--- config.mk ---
export PLATFORM = sky130hd
export DESIGN_NAME = toy_mc_core
export DESIGN_NICKNAME = d
export VERILOG_FILES = /design/src/rtl/toy_pkg.sv /design/src/rtl/toy_alu.sv /design/src/rtl/toy_mc_core.sv
export SDC_FILE = /design/constraint.sdc
export NUM_CORES = 1
export LEC_CHECK = 0
export BUFFER_PORTS_ARGS = -buffer_cell sky130_fd_sc_hd__buf_2
export CAP_MARGIN = 20
export CORE_ASPECT_RATIO = 0.5
export CORE_MARGIN = 1
export CORE_UTILIZATION = 52
export CTS_BUF_LIST = sky130_fd_sc_hd__clkbuf_4 sky130_fd_sc_hd__clkbuf_8
export CTS_CLUSTER_SIZE = 28
export DETAILED_ROUTE_END_ITERATION = 10
export PLACE_DENSITY = 0.76
export SLEW_MARGIN = 10
export SYNTH_ARGS = -nofsm -noshare
export SYNTH_HDL_FRONTEND = slang
export SYNTH_SLANG_ARGS = --single-unit
--- constraint.sdc ---
create_clock -name clk -period 3.8 [get_ports clk]
set_input_delay 0.19 -clock clk [delete_from_list [all_inputs] [get_ports clk]]
set_output_delay 0.19 -clock clk [all_outputs]
set_load 0.01 [all_outputs]
--- src/rtl/toy_pkg.sv ---
// Shared definitions for the TOY multi-cycle core: opcode map, control states
// and the helper that tells which opcodes touch data memory.
package toy_pkg;

   localparam int unsigned OPCODE_W = 4;

   localparam logic [OPCODE_W-1:0] OP_NOP = 4'h0;
   localparam logic [OPCODE_W-1:0] OP_LDA = 4'h1;
   localparam logic [OPCODE_W-1:0] OP_STA = 4'h2;
   localparam logic [OPCODE_W-1:0] OP_ADD = 4'h3;
   localparam logic [OPCODE_W-1:0] OP_SUB = 4'h4;
   localparam logic [OPCODE_W-1:0] OP_AND = 4'h5;
   localparam logic [OPCODE_W-1:0] OP_OR  = 4'h6;
   localparam logic [OPCODE_W-1:0] OP_XOR = 4'h7;
   localparam logic [OPCODE_W-1:0] OP_NOT = 4'h8;
   localparam logic [OPCODE_W-1:0] OP_LDI = 4'h9;
   localparam logic [OPCODE_W-1:0] OP_JMP = 4'hA;
   localparam logic [OPCODE_W-1:0] OP_JZ  = 4'hB;
   localparam logic [OPCODE_W-1:0] OP_JN  = 4'hC;
   localparam logic [OPCODE_W-1:0] OP_LDX = 4'hD;
   localparam logic [OPCODE_W-1:0] OP_STX = 4'hE;
   localparam logic [OPCODE_W-1:0] OP_HLT = 4'hF;

   typedef enum logic [2:0] {
      FETCH  = 3'd0,
      DECODE = 3'd1,
      MEM    = 3'd2,
      EXEC   = 3'd3,
      HALT   = 3'd4
   } state_t;

   // True for opcodes that need a data-memory transaction before EXEC.
   function automatic logic needs_mem(input logic [OPCODE_W-1:0] op);
      case (op)
         OP_LDA, OP_STA, OP_ADD, OP_SUB, OP_AND,
         OP_OR, OP_XOR, OP_LDX, OP_STX: needs_mem = 1'b1;
         default:                       needs_mem = 1'b0;
      endcase
   endfunction

endpackage

--- src/rtl/toy_alu.sv ---
// Combinational accumulator ALU: ADD/SUB/AND/OR/XOR/NOT on (a, b);
// every other opcode passes b through (used by LDA/LDX/LDI).
module toy_alu
   import toy_pkg::*;
#(
   parameter int unsigned DATA_W = 16
) (
   input  logic [OPCODE_W-1:0] i_op,
   input  logic [DATA_W-1:0]   i_a,
   input  logic [DATA_W-1:0]   i_b,
   output logic [DATA_W-1:0]   o_y_c
);

   always_comb begin
      o_y_c = i_b;
      case (i_op)
         OP_ADD:  o_y_c = i_a + i_b;
         OP_SUB:  o_y_c = i_a - i_b;
         OP_AND:  o_y_c = i_a & i_b;
         OP_OR:   o_y_c = i_a | i_b;
         OP_XOR:  o_y_c = i_a ^ i_b;
         OP_NOT:  o_y_c = ~i_a;
         default: o_y_c = i_b;
      endcase
   end

endmodule

--- src/rtl/toy_mc_core.sv ---
// Multi-cycle TOY accumulator core sharing one req/ready memory port for
// instructions and data. Define TOY_STEP_EN to add single-step control.
module toy_mc_core
   import toy_pkg::*;
#(
   parameter int unsigned DATA_W   = 16,
   parameter int unsigned ADDR_W   = 12,
   parameter int unsigned RESET_PC = 0
) (
   input  logic              clk,
   input  logic              reset,
`ifdef TOY_STEP_EN
   input  logic              step,
`endif
   output logic              mem_req,
   output logic              mem_we,
   output logic [ADDR_W-1:0] mem_addr,
   output logic [DATA_W-1:0] mem_wdata,
   input  logic [DATA_W-1:0] mem_rdata,
   input  logic              mem_ready,
   output logic [ADDR_W-1:0] pc_out,
   output logic [DATA_W-1:0] reg_a_out,
   output logic [DATA_W-1:0] reg_t_out,
   output logic              halted
);

   state_t              r_state, w_state_nxt;
   logic [ADDR_W-1:0]   r_pc, w_pc_nxt;
   logic [DATA_W-1:0]   r_a, w_a_nxt;
   logic [DATA_W-1:0]   r_t, w_t_nxt;
   logic [DATA_W-1:0]   r_ir, w_ir_nxt;
   logic [DATA_W-1:0]   r_mdr, w_mdr_nxt;
   logic                r_mem_req, w_mem_req_nxt;
   logic                r_mem_we, w_mem_we_nxt;
   logic [ADDR_W-1:0]   r_mem_addr, w_mem_addr_nxt;
   logic [DATA_W-1:0]   r_mem_wdata, w_mem_wdata_nxt;
   logic                r_halted, w_halted_nxt;

   logic [OPCODE_W-1:0] w_opcode;
   logic [ADDR_W-1:0]   w_opnd;
   logic                w_indirect;
   logic                w_step_go;
   logic [DATA_W-1:0]   w_alu_b;
   logic [DATA_W-1:0]   w_alu_y;
   logic                w_ir_unused;

`ifdef TOY_STEP_EN
   localparam bit STEP_EN = 1'b1;
   assign w_step_go = step;
`else
   localparam bit STEP_EN = 1'b0;
   assign w_step_go = 1'b1;
`endif

   assign w_opcode    = r_ir[DATA_W-1 -: OPCODE_W];
   assign w_opnd      = r_ir[ADDR_W-1:0];
   assign w_ir_unused = ^r_ir;
   assign w_indirect  = (w_opcode == OP_LDX) || (w_opcode == OP_STX);
   assign w_alu_b     = (w_opcode == OP_LDI) ? DATA_W'(w_opnd) : r_mdr;

   toy_alu #(.DATA_W(DATA_W)) u_alu (
      .i_op  (w_opcode),
      .i_a   (r_a),
      .i_b   (w_alu_b),
      .o_y_c (w_alu_y)
   );

   // Next-state and register-update logic; the memory port is driven from
   // registers so each transaction's request is set up one state ahead.
   always_comb begin
      w_state_nxt     = r_state;
      w_pc_nxt        = r_pc;
      w_a_nxt         = r_a;
      w_t_nxt         = r_t;
      w_ir_nxt        = r_ir;
      w_mdr_nxt       = r_mdr;
      w_mem_req_nxt   = r_mem_req;
      w_mem_we_nxt    = r_mem_we;
      w_mem_addr_nxt  = r_mem_addr;
      w_mem_wdata_nxt = r_mem_wdata;
      w_halted_nxt    = r_halted;

      case (r_state)
         FETCH: begin
            if (r_mem_req) begin
               if (mem_ready) begin
                  w_ir_nxt      = mem_rdata;
                  w_pc_nxt      = r_pc + ADDR_W'(1);
                  w_mem_req_nxt = 1'b0;
                  w_state_nxt   = DECODE;
               end
            end else if (w_step_go) begin
               w_mem_req_nxt  = 1'b1;
               w_mem_we_nxt   = 1'b0;
               w_mem_addr_nxt = r_pc;
            end
         end
         DECODE: begin
            if (w_opcode == OP_HLT) begin
               w_halted_nxt = 1'b1;
               w_state_nxt  = HALT;
            end else if (needs_mem(w_opcode)) begin
               w_mem_req_nxt   = 1'b1;
               w_mem_we_nxt    = (w_opcode == OP_STA) || (w_opcode == OP_STX);
               w_mem_addr_nxt  = w_indirect ? r_a[ADDR_W-1:0] : w_opnd;
               w_mem_wdata_nxt = (w_opcode == OP_STX) ? r_t : r_a;
               w_state_nxt     = MEM;
            end else begin
               w_state_nxt = EXEC;
            end
         end
         MEM: begin
            if (r_mem_req && mem_ready) begin
               w_mdr_nxt     = mem_rdata;
               w_mem_req_nxt = 1'b0;
               w_mem_we_nxt  = 1'b0;
               w_state_nxt   = EXEC;
            end
         end
         EXEC: begin
            case (w_opcode)
               OP_LDA, OP_ADD, OP_SUB, OP_AND, OP_OR,
               OP_XOR, OP_NOT, OP_LDI, OP_LDX: begin
                  w_t_nxt = r_a;
                  w_a_nxt = w_alu_y;
               end
               OP_JMP: w_pc_nxt = w_opnd;
               OP_JZ:  if (r_a == '0) w_pc_nxt = w_opnd;
               OP_JN:  if (r_a[DATA_W-1]) w_pc_nxt = w_opnd;
               default: ;
            endcase
            w_state_nxt = FETCH;
            // Free-running build requests the next fetch straight away.
            if (!STEP_EN) begin
               w_mem_req_nxt  = 1'b1;
               w_mem_we_nxt   = 1'b0;
               w_mem_addr_nxt = w_pc_nxt;
            end
         end
         HALT: begin
            w_mem_req_nxt = 1'b0;
            w_halted_nxt  = 1'b1;
         end
         default: begin
            w_mem_req_nxt = 1'b0;
            w_mem_we_nxt  = 1'b0;
            w_state_nxt   = FETCH;
         end
      endcase
   end

   always_ff @(posedge clk or posedge reset) begin
      if (reset) r_state <= FETCH;
      else       r_state <= w_state_nxt;
   end

   always_ff @(posedge clk or posedge reset) begin
      if (reset) begin
         r_pc        <= ADDR_W'(RESET_PC);
         r_a         <= '0;
         r_t         <= '0;
         r_ir        <= '0;
         r_mdr       <= '0;
         r_mem_req   <= 1'b0;
         r_mem_we    <= 1'b0;
         r_mem_addr  <= '0;
         r_mem_wdata <= '0;
         r_halted    <= 1'b0;
      end else begin
         r_pc        <= w_pc_nxt;
         r_a         <= w_a_nxt;
         r_t         <= w_t_nxt;
         r_ir        <= w_ir_nxt;
         r_mdr       <= w_mdr_nxt;
         r_mem_req   <= w_mem_req_nxt;
         r_mem_we    <= w_mem_we_nxt;
         r_mem_addr  <= w_mem_addr_nxt;
         r_mem_wdata <= w_mem_wdata_nxt;
         r_halted    <= w_halted_nxt;
      end
   end

   assign mem_req   = r_mem_req;
   assign mem_we    = r_mem_we;
   assign mem_addr  = r_mem_addr;
   assign mem_wdata = r_mem_wdata;
   assign pc_out    = r_pc;
   assign reg_a_out = r_a;
   assign reg_t_out = r_t;
   assign halted    = r_halted;

endmodule

Word-level counts from Yosys, hierarchy flattened
Memory sizes are Yosys's and may differ from the RTL's.
Cells that the tools add are included.

word-level totals
  logic and storage cells = 100
  input bits = 19
  ROM bits = 16
  output and inout bits = 75
  bits in registers = 110
  memories kept = 1

cells by class
  bitwise logic cells = 6
  reduce and logical (&&, ||, !) cells = 19
  add/subtract/negate cells = 3
  eq/ne operators = 26
  multiplexer cells = 34

memory list
  memory           words  bits a word  read ports  clocked after memory_dff  write ports  RTL line       text
  (no name shown)  16     1            1           0                         0            toy_pkg.sv:34  case (op)

operator list
  operator                                                                number
  12-bit 2-to-1 mux                                                       8
  16-bit one-hot mux with 6 select lines                                  1
  12-bit one-hot mux with 3 select lines                                  2
  4-bit equality test (second input constant)                             8
  16-bit 2-to-1 mux                                                       2
  12-bit one-hot mux with 2 select lines                                  1
  16-bit adder                                                            1
  16-bit AND                                                              1
  4-bit by 3-bit equality test with 1-bit output (second input constant)  4
  16-bit logical NOT                                                      1
  16-bit NOT                                                              1
  16-bit bitwise OR                                                       1
  16-bit subtractor                                                       1
  16-bit XOR                                                              1
  2-bit != test (second input constant)                                   7
  12-bit by 1-bit adder with 12-bit output (second input constant)        1
  1-bit 2-to-1 mux                                                        12
  3-bit 2-to-1 mux                                                        4
  3-bit one-hot mux with 4 select lines                                   1
  3-bit AND reduction                                                     4
  9-bit OR reduction                                                      1
  4-bit by 2-bit equality test with 1-bit output (second input constant)  2
  1-bit one-hot mux with 4 select lines                                   2
  4-bit AND reduction                                                     2
  13 further kinds                                                        19

Depth between registers and ports, before layout
  depth after elaboration = 6
  mapped depth = 19
  gate-level depth less buffers = 18

By module
Synthesis repeated with hierarchy kept, for this count alone.

unflattened totals
  cell total of the unflattened synthesis = 794
  area total of the unflattened synthesis = 7429.6 µm²

modules (own cells, without submodules)
  module       seq. area each (µm²)  instances  area an instance (µm²)  cells an instance
  toy_mc_core  2752.6                1          5335.1                  498
  toy_alu      0.0                   1          2094.5                  296

Worst setup path after synthesis
OpenSTA, ideal clock, no wires.

  path kind = register to register
  from = register r_ir[13]
  to = register r_a[14] (netlist: reg_a_out[14])
  setup time = 0.124 ns
  buffers on the path = 3
  arrival time = 3.641 ns
  cell stages (with the launch flop) = 19
  clock period less this slack = 3.765 ns
  slack = 0.035 ns
  data required time = 3.676 ns
  cell sequence = dfrtp_1 -> inv_1 -> ha_1 -> buf_2 -> nand3b_4 -> buf_6 -> buf_2 -> mux2i_1 -> inv_1 -> xnor2_1 -> ha_1 -> nor2b_1 -> o31a_1 -> or4_1 -> a31o_2 -> o41ai_4 -> o21ai_1 -> xnor2_1 -> o21ai_1

between the ends
  word-level cells in the longest chain between the ends = 4
  elaborated cells on any way between the ends = 18
  classes of those cells = 2 x add/sub; 9 x eq/ne; 2 x mux; 3 x bitwise; 2 x reduce/logical

RTL lines
  what                                             RTL line                               text
  from (decl)                                      toy_mc_core.sv:31                      logic [DATA_W-1:0] r_ir, w_ir_nxt;
  from (signal assigned)                           toy_mc_core.sv:173                     r_ir <= w_ir_nxt;
  4-bit equality test                              toy_mc_core.sv:59, toy_mc_core.sv:121
  16-bit 2-to-1 mux                                toy_mc_core.sv:59                      assign w_alu_b = (w_opcode == OP_LDI) ? DATA_W'(w_opnd) : r_mdr;
  16-bit subtractor, or another cell as far along  toy_alu.sv:18                          OP_SUB: o_y_c = i_a - i_b;
  16-bit one-hot mux with 6 select lines           toy_alu.sv:16                          case (i_op)
  to (signal assigned)                             toy_mc_core.sv:171                     r_a <= w_a_nxt;
  to (decl)                                        toy_mc_core.sv:29                      logic [DATA_W-1:0] r_a, w_a_nxt;

Parallel ways exist; a longest one is shown, timed or not.
A chain may end at the register's enable or synchronous reset.

Worst setup path in the final report
  from = register r_ir[12]
  to = register r_a[7] (netlist: reg_a_out[7])

Same word-level chain as after synthesis.

==> run metrics <==
Pre-antenna DRT Iters 6; CTS tree yes; final setup skew around 0.023 ns; Primary FF master, synth dfrtp_1; VDD IR max 0.000387 V; fillers 1237; Final min period around 3.6 ns; I/O Pins 94; Slew Limit Fails 0; worst min path class primary input to flop; row cnt 30; Final Wtd Congestion ~0.95; CTS buffer count 9; Reg2Reg Capture Point reg_a_out[7]; buffers added on ports 93; Final period util 94.7%; main combinational cell family by area after synthesis compound AO/OA/AOI/OAI gates; top routing layer in use met4; cell family with most CP delay compound AO/OA/AOI/OAI gates; Post-Syn Area 7350 sq um; Finished Layout Cells 1137; hold worst-path end r_ir[5]; complex-gate fraction of the synthesized area 22.1%; total length of routed wires 20700 um; routed vias/inst 5.92; Max Root-Sink Buffers 2; Vert. Die Dim 86.0 um; Initial Utilization 53.8%; Core ar. 13700 sq um; maxcap violations 0; largest fanout on the critical path 13; register area share after synthesis 37.5%; Die ar. ~15000 sq um; htree depth 3; Iteration-0 DRC Markers 595; result of the run complete, no violations; met3 wire length 1900 um; Critical Path RT slightly above 4 ns; final hold slack 0.00912 ns; multiplexer share of the synthesized area 7.20%; Slew Limit Headroom 23.8%; Synth Area in Simple Gates between 10% and 20%; Setup crit start kind flop; final hold violation count 0; critical path class flop to flop; first-pass GRT wire length 32500 um; Die Span X 170 um; hold path start mem_rdata[5]; met2 routed WL 8500 um; vias in the first global route 6089; Clock transition at path regs 0.11 ns; Syn Nets 913; Antenna diodes 0; final net count 1010; layout cells sized above 1 a little over a fifth; Sink Count 110; Slowest cell on crit path dfrtp_1; placed cell count 1112; reg2reg setup slack just over 0.2 ns; drt wl/cell 18.2 um; final setup fails 0; critical path depth 17; WP data arrival 3.88 ns; YS warnings 0; GRT Total Usage 28.6%; remaining antenna violation count 0; reg2reg path depth 17; worst-margin pin slew 1.14 ns; Post-Syn Area per Cell 8.71 sq um; Lkg Pwr 0.00409 uW; xor/xnor share of the synthesized area 3.46%; Util after Layout between 60% and 70%; Power Density 992 nW/um^2; final setup TNS 0 ns; Critical Path End Type flop; cells after synthesis 843; antenna violations before repair 1; worst hold stages 3; Post-synth ARST share 100%; #FFs+latches synth between 100 and 150; largest net degree at the start of global routing 48; met1 wire length roughly 10000 um; HPWL after DPL between 15000 and 20000 um; adder-cell share of the synthesized area 8.79%; f_max 278 MHz; Layout area overhead 14.8%; CTS root buffer clkbuf_8; Skew-Pair Late Insertion Delay 0.39 ns; Crit path largest cell delay 0.44 ns; Remaining DRCs 0; unrepaired setup endpoints after global routing false; synth unique cells 63; reg2reg start r_ir[12]; Setup WS post-layout 0.203 ns; number of flops mapped to enable cells by yosys 0; GRT overflow 0; worst slack, placed 0.0579 ns; crit path cell chain inv_1 -> ha_1 -> nand2_1 -> nor2_1 -> buf_4 -> nor2_1 -> xnor2_2 -> inv_1 -> ha_1 -> nor2b_1 -> o2111ai_1 -> nand2_1 -> a31oi_1 -> xnor2_1 -> a2111oi_2 -> a211oi_1 -> a21o_1; Critical path buffers and inverters 3; Via Count 6735
[where the power goes]
group          switching, uW  total, uW  internal [uW]
Clock                    443        697            254
Sequential               611       2290           1680
Combinational           3130       5380           2240
Total                   4190       8360           4180
[area by class of cell]
| type | instances | area (sq um) | share of cell area, % |
|---|---|---|---|
| clock buffer | 9 | 124 | 1.47 |
| inverter | 40 | 153 | 1.81 |
| multi-input combinational | 648 | 4350 | 51.5 |
| clock inverter | 7 | 61.3 | 0.727 |
| sequential | 110 | 2750 | 32.6 |
| tap | 192 | 240 | 2.85 |
| timing repair buffer | 131 | 756 | 8.96 |
[synth_stat cells, types with 5 or more instances]
library cell | number | area [sq um]
dfrtp_1 | 110 | 2750
nand2_1 | 107 | 402
nor2_1 | 82 | 308
a21oi_1 | 69 | 345
o21ai_0 | 56 | 280
ha_1 | 50 | 626
inv_1 | 37 | 139
clkbuf_1 | 32 | 120
xnor2_1 | 26 | 228
mux2i_1 | 24 | 240
mux2_2 | 20 | 225
nor3_1 | 16 | 80.1
a22oi_1 | 15 | 113
a21o_1 | 11 | 82.6
a221oi_1 | 11 | 96.3
o21a_1 | 11 | 82.6
a211oi_1 | 10 | 75.1
nor2b_1 | 10 | 62.6
a31oi_1 | 9 | 56.3
o22a_1 | 9 | 78.8
and2_1 | 8 | 50.1
and3_1 | 8 | 50.1
nand2b_1 | 8 | 50.1
nand3_1 | 8 | 40.0
a2111oi_0 | 7 | 61.3
buf_2 | 7 | 35.0
o22ai_1 | 7 | 43.8
o21ai_1 | 6 | 30.0
buf_1 | 5 | 18.8
nor4_1 | 5 | 31.3
o211ai_1 | 5 | 37.5
o31ai_1 | 5 | 37.5
[registers in the layout (all words and copies together), names as in the netlist]
signal / count
mem_req: 1
r_ir: 16
r_state: 3
mem_we: 1
pc_out: 12
mem_addr: 12
r_mdr: 16
halted: 1
reg_a_out: 16
mem_wdata: 16
reg_t_out: 16
[how the worst max path moves through the flow]
stage / from / endpoint
finish: r_ir[12] / reg_a_out[7]
global route: r_ir[13] / reg_a_out[14]
CTS: r_ir[13] / reg_a_out[7]
detailed placement: r_ir[13] / reg_a_out[7]
global placement: r_ir[13] / reg_a_out[14]
floorplan: r_ir[13] / reg_a_out[14]
[layout by cell type (no fill, tap or decap), types with 4 or more instances in the layout]
master / n
dfrtp_1: 110
nand2_1: 107
buf_2: 93
nor2_1: 81
a21oi_1: 69
o21ai_0: 54
ha_1: 49
buf_4: 36
inv_1: 35
xnor2_1: 25
mux2i_1: 21
mux2_2: 20
a22oi_1: 15
nor3_1: 13
o21a_1: 11
a221oi_1: 11
a21o_1: 11
nor2b_1: 10
o22a_1: 9
a31oi_1: 9
a211oi_1: 9
clkbuf_8: 9
nand3_1: 8
and2_1: 8
o21ai_1: 8
and3_1: 8
nand2b_1: 7
o22ai_1: 7
a2111oi_0: 6
nor4_1: 5
o211ai_1: 5
inv_2: 4
nand4_1: 4
or3_1: 4
mux2i_2: 4
o31ai_1: 4
[per-stage QoR]
stage          power (uW)  area (sq um)
6_report             8360          8430
5_1_grt              9040          8430
4_1_cts              8150          8300
3_5_place_dp         7410          8100
3_3_place_gp         7260          8100
2_1_floorplan        5860          7350
[worst reg2reg max path, cell delays in order (launching register included)]
cell and delay [ns]:
dfrtp_1 0.44, inv_1 0.13, ha_1 0.19, nand2_1 0.09, nor2_1 0.18, buf_4 0.24
nor2_1 0.09, xnor2_2 0.21, inv_1 0.06, ha_1 0.26, nor2b_1 0.14, o2111ai_1 0.27
nand2_1 0.15, a31oi_1 0.22, xnor2_1 0.12, a2111oi_2 0.42, a211oi_1 0.10, a21o_1 0.19
[per-layer routing]
metal / global-route usage, % / up-vias
met5: 0 / -
met4: 4.18 / 0
met3: 7.20 / 24
met2: 41.0 / 307
met1: 43.7 / 3206
li1: - / 3198
[what timing repair did]
item / in CTS / in global routing
setup buffers: 0 / 6
setup endpoints to repair: 0 / 8
endpoints found under the hold margin: 27 / 0
gates resized for setup: 0 / 18
hold buffers: 2 / 0
[kinds of logic after synthesis]
logic type | Yosys count
AOI/OAI and AO/OA | 251
adders and majority gates | 51
DFF | 110
and+or+nand+nor | 268
xor gates and xnor gates | 29
buffers and inverters | 86
muxes | 48
Power figures use the tool's default switching activity.
